==> config.mk <==
export PLATFORM = sky130hd
export DESIGN_NAME = lb_spram_fifo_ctrl
export DESIGN_NICKNAME = d
export VERILOG_FILES = /design/src/rtl/lb_spram_fifo_ctrl.sv
export SDC_FILE = /design/constraint.sdc
export NUM_CORES = 1
export LEC_CHECK = 0
export BUFFER_PORTS_ARGS = -buffer_cell sky130_fd_sc_hd__buf_2
export CORE_MARGIN = 2
export CORE_UTILIZATION = 35
export DETAILED_ROUTE_END_ITERATION = 12
export PLACE_DENSITY = 0.63
export SLEW_MARGIN = 10
export SYNTH_ARGS = -nofsm -noshare
export SYNTH_HDL_FRONTEND = slang
export SYNTH_SLANG_ARGS = --single-unit
==> constraint.sdc <==
create_clock -name clk -period 4.6 [get_ports clk]
set_input_delay 0.23 -clock clk [delete_from_list [all_inputs] [get_ports clk]]
set_output_delay 0.23 -clock clk [all_outputs]
set_load 0.02 [all_outputs]
==> src/rtl/lb_spram_fifo_ctrl.sv <==
// Stream FIFO controller around a 64x32 single-port SRAM with a 2-entry output buffer.
// Define SPRAM_FIFO_BYPASS_EN to let pushes skip the SRAM when it and the read pipe are empty.
module lb_spram_fifo_ctrl #(
  parameter int unsigned DEPTH = 64,
  parameter int unsigned AW    = $clog2(DEPTH),
  parameter int unsigned DW    = 32
) (
  input  logic          clk,
  input  logic          rst_n,
  input  logic          push_valid,
  output logic          push_ready,
  input  logic [DW-1:0] push_data,
  output logic          pop_valid,
  input  logic          pop_ready,
  output logic [DW-1:0] pop_data,
  output logic [6:0]    level,
  output logic          ram_ceb,
  output logic          ram_web,
  output logic [AW-1:0] ram_a,
  output logic [DW-1:0] ram_d,
  output logic [3:0]    ram_bweb,
  input  logic [DW-1:0] ram_q
);

  logic [AW-1:0] wr_ptr_q, wr_ptr_d;
  logic [AW-1:0] rd_ptr_q, rd_ptr_d;
  logic [AW:0]   ram_count_q, ram_count_d;
  logic          inflight_q, inflight_d;
  logic [DW-1:0] ob0_q, ob0_d;
  logic [DW-1:0] ob1_q, ob1_d;
  logic [1:0]    ob_count_q, ob_count_d;

  logic          pop_fire;
  logic          push_fire;
  logic [1:0]    ob_after_pop;
  logic          read_req;
  logic          read_urgent;
  logic          bypass_ok;
  logic          do_bypass;
  logic          do_write;
  logic          do_read;
  logic          fill_en;
  logic [DW-1:0] fill_data;

  // Arbitration: everything is judged on the output-buffer occupancy left after this cycle's pop.
  always_comb begin
    pop_fire     = (ob_count_q != 2'd0) && pop_ready;
    ob_after_pop = ob_count_q - {1'b0, pop_fire};
    read_req     = (ram_count_q != '0) &&
                   (({1'b0, ob_after_pop} + {2'b00, inflight_q}) < 3'd2);
    read_urgent  = read_req && (ob_after_pop == 2'd0) && !inflight_q;
`ifdef SPRAM_FIFO_BYPASS_EN
    bypass_ok    = (ram_count_q == '0) && !inflight_q && (ob_after_pop < 2'd2);
`else
    bypass_ok    = 1'b0;
`endif
    push_ready   = bypass_ok ||
                   ((ram_count_q < (AW+1)'(DEPTH)) && !read_urgent);
    push_fire    = push_valid && push_ready;
    do_bypass    = push_fire && bypass_ok;
    do_write     = push_fire && !bypass_ok;
    do_read      = !push_fire && read_req;
    fill_en      = inflight_q || do_bypass;
    fill_data    = inflight_q ? ram_q : push_data;
  end

  always_comb begin
    wr_ptr_d    = wr_ptr_q;
    rd_ptr_d    = rd_ptr_q;
    ram_count_d = ram_count_q;
    inflight_d  = do_read;
    ob0_d       = ob0_q;
    ob1_d       = ob1_q;
    ob_count_d  = ob_after_pop + {1'b0, fill_en};
    if (do_write) begin
      wr_ptr_d    = (wr_ptr_q == AW'(DEPTH-1)) ? '0 : wr_ptr_q + AW'(1);
      ram_count_d = ram_count_q + (AW+1)'(1);
    end
    if (do_read) begin
      rd_ptr_d    = (rd_ptr_q == AW'(DEPTH-1)) ? '0 : rd_ptr_q + AW'(1);
      ram_count_d = ram_count_q - (AW+1)'(1);
    end
    if (pop_fire) begin
      ob0_d = ob1_q;
    end
    // The fill lands in the first slot left free once the pop has shifted the buffer.
    if (fill_en) begin
      if (ob_after_pop == 2'd0) begin
        ob0_d = fill_data;
      end else begin
        ob1_d = fill_data;
      end
    end
  end

  always_ff @(posedge clk or negedge rst_n) begin
    if (!rst_n) begin
      wr_ptr_q    <= '0;
      rd_ptr_q    <= '0;
      ram_count_q <= '0;
      inflight_q  <= 1'b0;
      ob0_q       <= '0;
      ob1_q       <= '0;
      ob_count_q  <= '0;
    end else begin
      wr_ptr_q    <= wr_ptr_d;
      rd_ptr_q    <= rd_ptr_d;
      ram_count_q <= ram_count_d;
      inflight_q  <= inflight_d;
      ob0_q       <= ob0_d;
      ob1_q       <= ob1_d;
      ob_count_q  <= ob_count_d;
    end
  end

  always_comb begin
    pop_valid = (ob_count_q != 2'd0);
    pop_data  = ob0_q;
    level     = 7'(ram_count_q) + 7'(ob_count_q) + 7'(inflight_q);
    ram_ceb   = !(do_write || do_read);
    ram_web   = !do_write;
    ram_a     = do_write ? wr_ptr_q : rd_ptr_q;
    ram_d     = push_data;
    ram_bweb  = '0;
  end

endmodule

==> flow_summary.yaml, run 1 <==
worst_setup_path:
  cp_cell_sequence: "or2_2 -> nand2_2 -> inv_1 -> ha_1 -> xnor2_1 -> ha_1 -> o41ai_4 -> nor2_1 -> ha_1 -> and3_1 -> a2111o_1 -> a2111o_1 -> nand3_1"
  cp_max_fo: 16
  cpLargestDelayFamily: "compound AO/OA/AOI/OAI gates"
  cp_data_arrival_time_ns: 4.27
  end_kind: "register"
  cp.required_ns: 4.87
  cp_slowest_cell: "xnor2_1"
  path_class: "register to register"
  crit_top_cell: "ha_1"
  reg2reg_setup_slack_ns: 0.60
  slowest_delay_ns: 0.49
  crit_buf_inv: 1
  startpoint_type: "register"
cts:
  clock-root-buffer: "clkbuf_16"
  htreeDepth: 3
  clockBufferDepth: 2
  cts.repair.resized: 0
  clock_latency_ns: 0.34
  post_cts_buffers: 0
  hold_buffers: 1
  cts_made_buffers: 9
  clkTransAtPathRegs_ns: 0.07
  cts_sinks: 86
  cts_tree: "done"
pwr:
  power_density_nw_per_um2: 917
  peakVddDrop_mv: 0.236
  p_leak_nw: 2.44
sta:
  max_freq_mhz: 250
  max-slew-margin-rel_pct: 42.2
  tns_ns: 0
  setup_violations: 0
  fin_crit_sh_pct: 86.9
  drv_slew: 0
  min_period_ns: 4.00
  worstMarginPinSlew_ns: 0.864
  holdWs_ns: 0.133
  fin_skew_ns: 0.00884
  rsz0062_at_grt: "no"
  hold_viol_final: 0
synth:
  synth_top_cell_by_area: "dfrtp_1"
  syn_area_sq_um: 4450
  synth_cells: 395
  synth_edf_count: 0
  synthTopCellsByArea: "dfrtp_1 (48%), mux2_2 (10%), mux2i_1 (7.6%), buf_4 (6.2%), a21oi_1 (4.3%)"
  ys_seq_area_share_pct: 48.3
  yosys_most_used_dff: "dfrtp_1"
  synth_top_area_share_pct: 48.3
  syn_avg_cell_area_sq_um: 11.3
  synth.distinct_cells: 45
  yosysWarnings: 0
  synthArstFlopShare_pct: 100
  ys_ff_latch: 86
detailed_routing:
  drt_wl_total_um: 8940
  wl_per_cell_um: 14.3
  drcViolationCount: 0
  initialDrtViolationCount: 141
  drt.antenna.violating_nets: 0
  vias: 3018
  first_pass_iters: 4
  via_per_inst: 4.82
floorplanning:
  fp-row-count: 41
  pin_count: 153
  start_util_pct: 35.6
  dieWidth_um: 117
  coreArea_sq_um: 12500
  die_area_sq_um: 13600
  die_h_um: 117
cells_and_area:
  final_nets: 531
  syn2layout_area_growth_pct: 15.6
  insertedDiodeCount: 0
  drive_gt1_share_pct: 33.7
  multi_input_area_sq_um: 1950
  nFillCells: 1249
  regArea_sq_um: 2150
  instances_no_fill: 626
job:
  max-cap-violations: 0
placed_design:
  dp_cells: 609
  gp_congestion: 0.875
  io_buffers: 84
  detailed_place_hpwl_um: 6190
outcome:
  status: "complete, no violations"
global_routing:
  antenna_found_initial: 0
  grt_max_degree: 47
  grt_pass1_wl_um: 14200
  grt_pass1_vias: 2855
  grt_usage_pct: 13.5
  overflow: 0
min_path:
  hp-class: "primary input to register"
-- state kept, by name, indices dropped and copies added (netlist names) --
| signal | cells |
|---|---|
| fill_en | 1 |
| ob1_q | 32 |
| ob_count_q | 2 |
| pop_data | 32 |
| ram_count_q | 7 |
| rd_ptr_q | 6 |
| wr_ptr_q | 6 |
-- cell usage in the layout (no fill, tap or decap), types with 3 or more instances in the layout --
cell type and n:
a21o_1 3, a21oi_1 37, and3_1 5, buf_2 83, buf_4 6, clkbuf_16 9
conb_1 4, dfrtp_1 86, fa_1 3, ha_1 11, inv_1 12, mux2_2 41
mux2i_1 34, nand2_1 3, nand3_1 7, nor2_1 40, o211ai_1 4, o21ai_0 8
xnor2_1 7, xor2_1 7
-- per-stage QoR --
stage               utilization [%]  total power, mW  setup slack (ns)  area, sq um
global placement               38.5             3.90             0.754         4820
detailed placement             38.5             3.99             0.618         4820
floorplan                         -             3.34             0.395         4460
CTS                            41.1             4.79             0.596         5140
finish                         41.1             4.72             0.603         5140
global route                   41.1             5.12             0.403         5140
-- routing by layer --
metal / share of wire, % / vias to the layer above / global-route usage (%)
li1: - / 1462 / -
met1: 44 / 1467 / 17.0
met2: 47 / 76 / 21.3
met3: 5.9 / 13 / 4.07
met4: 2.6 / 0 / 6.59
met5: 0 / - / 0
-- synthesized netlist by cell type, drive strengths merged, types with 4 or more instances --
cell type and count:
ha 11, buf 41, o21ai 9, nand2 4, inv 12, mux2i 34
and3 5, o211ai 4, dfrtp 86, a21oi 38, nand3 8, xor2 7
xnor2 7, clkbuf 9, mux2 41, nor2 40
-- power by group --
group | switching [mW] | internal (mW) | total (mW)
Clock | 0.300 | 0.475 | 0.775
Sequential | 0.293 | 1.17 | 1.47
Combinational | 1.39 | 1.09 | 2.47
Total | 1.98 | 2.73 | 4.72
-- logic make-up after synthesis --
family	after synthesis	synth area share (%)
multiplexers	75	18.0
XOR/XNOR	14	2.75
AND/OR/NAND/NOR	74	7.90
AO/OA/AOI/OAI	69	9.87
other	1	0.0842
flip-flops	86	48.3
buffers and inverters	62	8.60
adder cells (fa/ha/maj)	14	4.44
-- area by class of cell --
type / instances / area share [%]
clock buffer: 10 / 4.45
clock inverter: 6 / 1.68
inverter: 12 / 0.875
multi-input combinational: 250 / 37.8
sequential: 86 / 41.8
tap: 172 / 4.18
timing repair buffer: 90 / 9.14
-- final timing paths --
| check | from | to | cells past startpoint |
|---|---|---|---|
| setup / recovery | ob_count_q[1] | ram_count_q[6] | 13 |
| hold / removal | ram_q[14] | ob1_q[14] | 2 |
| setup reg to reg | ob_count_q[1] | ram_count_q[6] | 13 |
| hold reg to reg | ob1_q[4] | ob1_q[4] | 1 |
| max in group asynchronous | rst_n | ob1_q[23] | 3 |
| min in group asynchronous | rst_n | rd_ptr_q[0] | 2 |
Power figures use the tool's default switching activity.
==> inputs of run 2 (changes only) <==
CORE_ASPECT_RATIO = 0.5   (was not set)
==> flow_summary.yaml, run 2 (same netlist as run 1, synthesis figures left out) <==
outcome:
  status: "complete, no violations"
global_routing:
  grt_pass1_wl_um: 15000
  antenna_found_initial: 0
  overflow: 0
  grt_pass1_vias: 3021
  grt_max_degree: 65
  grt_usage_pct: 13.8
detailed_routing:
  drcViolationCount: 0
  first_pass_iters: 4
  drt.antenna.violating_nets: 0
  initialDrtViolationCount: 107
  vias: 3030
  wl_per_cell_um: 14.3
  via_per_inst: 4.87
  drt_wl_total_um: 8900
sta:
  fin_skew_ns: 0.00467
  hold_viol_final: 0
  max-slew-margin-rel_pct: 42.9
  tns_ns: 0
  worstMarginPinSlew_ns: 0.854
  setup_violations: 0
  max_freq_mhz: 235
  fin_crit_sh_pct: 92.5
  drv_slew: 0
  min_period_ns: 4.26
  rsz0062_at_grt: "no"
pwr:
  p_leak_nw: 2.43
  peakVddDrop_mv: 0.300
  totalPowerFinal_mw: 4.66
  power_density_nw_per_um2: 912
cts:
  clock_latency_ns: 0.33
  htreeDepth: 3
  cts.repair.resized: 0
  clkTransAtPathRegs_ns: 0.06
  clockBufferDepth: 2
  clock-root-buffer: "clkbuf_16"
  cts_tree: "done"
  cts_made_buffers: 9
  cts_sinks: 86
  post_cts_buffers: 0
cells_and_area:
  final_common_cell: "dfrtp_1"
  drive_gt1_share_pct: 33.6
  final_nets: 531
  insertedDiodeCount: 0
  multi_input_area_sq_um: 1950
  regArea_sq_um: 2150
  layout_common_cells: "dfrtp_1 (86), buf_2 (83), mux2_2 (41)"
  nFillCells: 1254
  syn2layout_area_growth_pct: 14.9
worst_setup_path:
  cp.required_ns: 4.86
  end_kind: "register"
  cp_slowest_cell: "nor2_1"
  crit_top_cell: "ha_1"
  startpoint_type: "register"
  cp_cell_sequence: "or2_2 -> nand2_2 -> inv_1 -> ha_1 -> inv_1 -> ha_1 -> inv_1 -> ha_1 -> o41ai_4 -> nor2_1 -> ha_1 -> and3_1 -> a2111o_1 -> a2111o_1 -> nand3_1"
  cp_data_arrival_time_ns: 4.52
  path_class: "register to register"
  cp_max_fo: 16
  cpLargestDelayFamily: "simple AND/OR/NAND/NOR gates"
  slowest_delay_ns: 0.65
  crit_buf_inv: 3
floorplanning:
  dieWidth_um: 163
  pin_count: 153
  coreArea_sq_um: 12600
  fp-row-count: 29
  die_area_sq_um: 13700
  start_util_pct: 35.5
  die_h_um: 83.8
placed_design:
  io_buffers: 84
  detailed_place_hpwl_um: 6080
  gp_congestion: 0.775
job:
  max-cap-violations: 0
min_path:
  hp-class: "primary input to register"
## run 2: power breakdown
part / total (mW) / switching [mW] / internal (mW)
clock: 0.708 / 0.280 / 0.428
combinational: 2.48 / 1.39 / 1.09
sequential: 1.47 / 0.300 / 1.17
## run 2: layout make-up
class	count	share of cell area, %
tap	170	4.16
inverter	12	0.881
clock inverter	4	0.954
sequential	86	42.1
clock buffer	10	4.67
multi-input combinational	250	38.1
timing repair buffer	90	9.20
## run 2: worst register-to-register path: cells and delay by family, from the launching register on
family / cells / cell delay (ns)
flops: 1 / 0.43
simple gates: 5 / 1.34
fa+ha+maj: 4 / 1.21
buf+inv: 3 / 0.16
compound gates: 3 / 1.06
## run 2: path summary, 6_finish.rpt
check / start / endpoint / slack [ns] / cells after the start
max: ob_count_q[1] / ram_count_q[6] / 0.34 / 15
min: ram_q[17] / ob1_q[17] / 0.14 / 2
max reg2reg: ob_count_q[1] / ram_count_q[6] / 0.34 / 15
min reg2reg: ob1_q[5] / ob1_q[5] / 0.51 / 1
max in group asynchronous: rst_n / fill_en / 3.14 / 3
min in group asynchronous: rst_n / ob1_q[22] / 0.33 / 2
## run 2: stage by stage
stage | hold WS [ns] | area (sq um) | util (%) | std cells | setup WS [ns]
floorplan | -0.0656 | 4460 | - | 398 | 0.395
global placement | 0.151 | 4820 | 38.4 | 607 | 0.466
detailed placement | 0.151 | 4820 | 38.4 | 607 | 0.338
CTS | 0.125 | 5110 | 40.7 | 622 | 0.341
global route | 0.130 | 5110 | 40.7 | 622 | 0.0895
finish | 0.141 | 5110 | 40.7 | 622 | 0.343
## run 2: what timing repair did
action	CTS	global route
hold buffers	1	0
setup endpoints to repair	0	0
hold endpoints to repair	23	0
## run 2: metal layers
metal	GRT usage, %	share of wire, %	vias up
li1	-	-	1457
met1	17.7	46	1459
met2	21.7	46	76
met3	4.12	5.7	38
met4	5.98	2.5	0
met5	0	0	-
==> inputs of run 3 (changes only) <==
CORE_MARGIN = not set   (was 2)
==> flow_summary.yaml, run 3 (same netlist as run 1, synthesis figures left out) <==
outcome:
  status: "complete, no violations"
pwr:
  pwr-share-clk_pct: 15.9
  swShare_pct: 42.3
  power_density_nw_per_um2: 917
  p_leak_nw: 2.44
  peakVddDrop_mv: 0.280
  combPwrFrac_pct: 52.9
  switchingPower_mw: 1.99
  totalPowerFinal_mw: 4.70
  p_int_mw: 2.71
  p_seq_share_pct: 31.2
cts:
  clkTransAtPathRegs_ns: 0.06
  clock_latency_ns: 0.33
  cts_made_buffers: 9
  clock-root-buffer: "clkbuf_16"
  cts_sinks: 86
  htreeDepth: 3
  cts_tree: "done"
  clockBufferDepth: 2
worst_setup_path:
  cp_data_arrival_time_ns: 4.27
  cp_slowest_cell: "xnor2_1"
  end_kind: "register"
  cp.required_ns: 4.87
  crit_top_cell: "ha_1"
  reg2reg_setup_slack_ns: 0.59
  path_class: "register to register"
  cp_cell_sequence: "or2_2 -> nand2_2 -> inv_1 -> ha_1 -> xnor2_1 -> ha_1 -> o41ai_4 -> nor2_1 -> ha_1 -> and3_1 -> a2111o_1 -> a2111o_1 -> nand3_1"
  slowest_delay_ns: 0.48
  cp_max_fo: 16
  startpoint_type: "register"
  crit_buf_inv: 1
  cpLargestDelayFamily: "compound AO/OA/AOI/OAI gates"
sta:
  fin_skew_ns: 0.00480
  hold_viol_final: 0
  fin_crit_sh_pct: 87.1
  max_freq_mhz: 249
  rsz0062_at_grt: "no"
  drv_slew: 0
  setup_violations: 0
  worstMarginPinSlew_ns: 0.854
  tns_ns: 0
  max-slew-margin-rel_pct: 43.0
  min_period_ns: 4.01
cells_and_area:
  final_nets: 531
  final_common_cell: "dfrtp_1"
  layout_common_cells: "dfrtp_1 (86), buf_2 (83), mux2_2 (41)"
  nFillCells: 1178
  drive_gt1_share_pct: 33.9
  syn2layout_area_growth_pct: 15.2
  insertedDiodeCount: 0
global_routing:
  grt_pass1_wl_um: 15000
  overflow: 0
  grt_max_degree: 50
  grt_pass1_vias: 2924
  grt_usage_pct: 14.5
  antenna_found_initial: 0
floorplanning:
  coreArea_sq_um: 12100
  die_area_sq_um: 13200
  die_h_um: 81.8
  start_util_pct: 36.8
  pin_count: 153
  fp-row-count: 28
  dieWidth_um: 161
placed_design:
  detailed_place_hpwl_um: 6070
  gp_congestion: 0.796
  io_buffers: 84
detailed_routing:
  via_per_inst: 4.77
  drt_wl_total_um: 8940
  vias: 2955
  drt.antenna.violating_nets: 0
  drcViolationCount: 0
  wl_per_cell_um: 14.4
  initialDrtViolationCount: 111
  first_pass_iters: 5
job:
  max-cap-violations: 0
min_path:
  hp-class: "primary input to register"
[run 3: cell types whose count changed in the layout (fill, tap and decap cells not counted)]
cell        before  now
clkbuf_8         1    2
clkinv_4         1    0
clkinvlp_4       0    1
inv_6            0    1
[run 3: stage by stage]
step                setup slack [ns]  std cells  hold slack [ns]  area, sq um  util (%)
finish                         0.591        619            0.142         5130      42.4
global route                   0.310        619            0.129         5130      42.4
CTS                            0.573        619            0.122         5130      42.4
detailed placement             0.617        602            0.306         4810      39.8
global placement               0.712        602            0.302         4810      39.8
floorplan                      0.395        398          -0.0656         4460         -
[run 3: repair_timing]
action / 4_1_cts / 5_1_grt
resized for setup: 0 / 0
setup buffers: 0 / 0
endpoints found under the hold margin: 48 / 0
hold buffers: 1 / 0
[run 3: worst paths after layout]
check,from,end,cells past startpoint
max,ob_count_q[1],ram_count_q[6],13
min,ram_q[18],ob1_q[18],2
max reg2reg,ob_count_q[1],ram_count_q[6],13
min reg2reg,ob1_q[27],ob1_q[27],1
max in group asynchronous,rst_n,ram_count_q[0],3
min in group asynchronous,rst_n,ob1_q[16],2
[run 3: power groups by stage]
stage	registers [mW]	clock network, mW	logic (mW)
4_1_cts	1.47	0.780	2.52
3_3_place_gp	1.47	0	2.47
3_5_place_dp	1.48	0	2.51
2_1_floorplan	1.59	0	1.75
5_1_grt	1.53	0.807	2.77
6_report	1.47	0.748	2.49
[run 3: cell type report]
| class | count | area (sq um) | share of cell area [%] |
|---|---|---|---|
| clock buffers | 11 | 253 | 4.93 |
| clock inverters | 5 | 56.3 | 1.10 |
| inverters | 12 | 45.0 | 0.878 |
| multi-input cells | 250 | 1950 | 38.0 |
| flip-flops and latches | 86 | 2150 | 42.0 |
| well taps | 165 | 206 | 4.02 |
| repair buffers | 90 | 470 | 9.17 |
[run 3: worst reg2reg max path, cell delays in order, from the launching register on]
cell      delay (ns)
dfrtp_1         0.43
or2_2           0.33
nand2_2         0.08
inv_1           0.04
ha_1            0.18
xnor2_1         0.48
ha_1            0.37
o41ai_4         0.22
nor2_1          0.35
ha_1            0.35
and3_1          0.20
a2111o_1        0.45
a2111o_1        0.39
nand3_1         0.08
[run 3: layer usage]
metal / track usage (%) / vias to the layer above / routed length (um)
met4: 6.70 / 0 / 152
met1: 19.1 / 1404 / 4290
met2: 22.9 / 72 / 4140
li1: - / 1460 / -
met5: 0 / - / 0
met3: 3.64 / 19 / 360
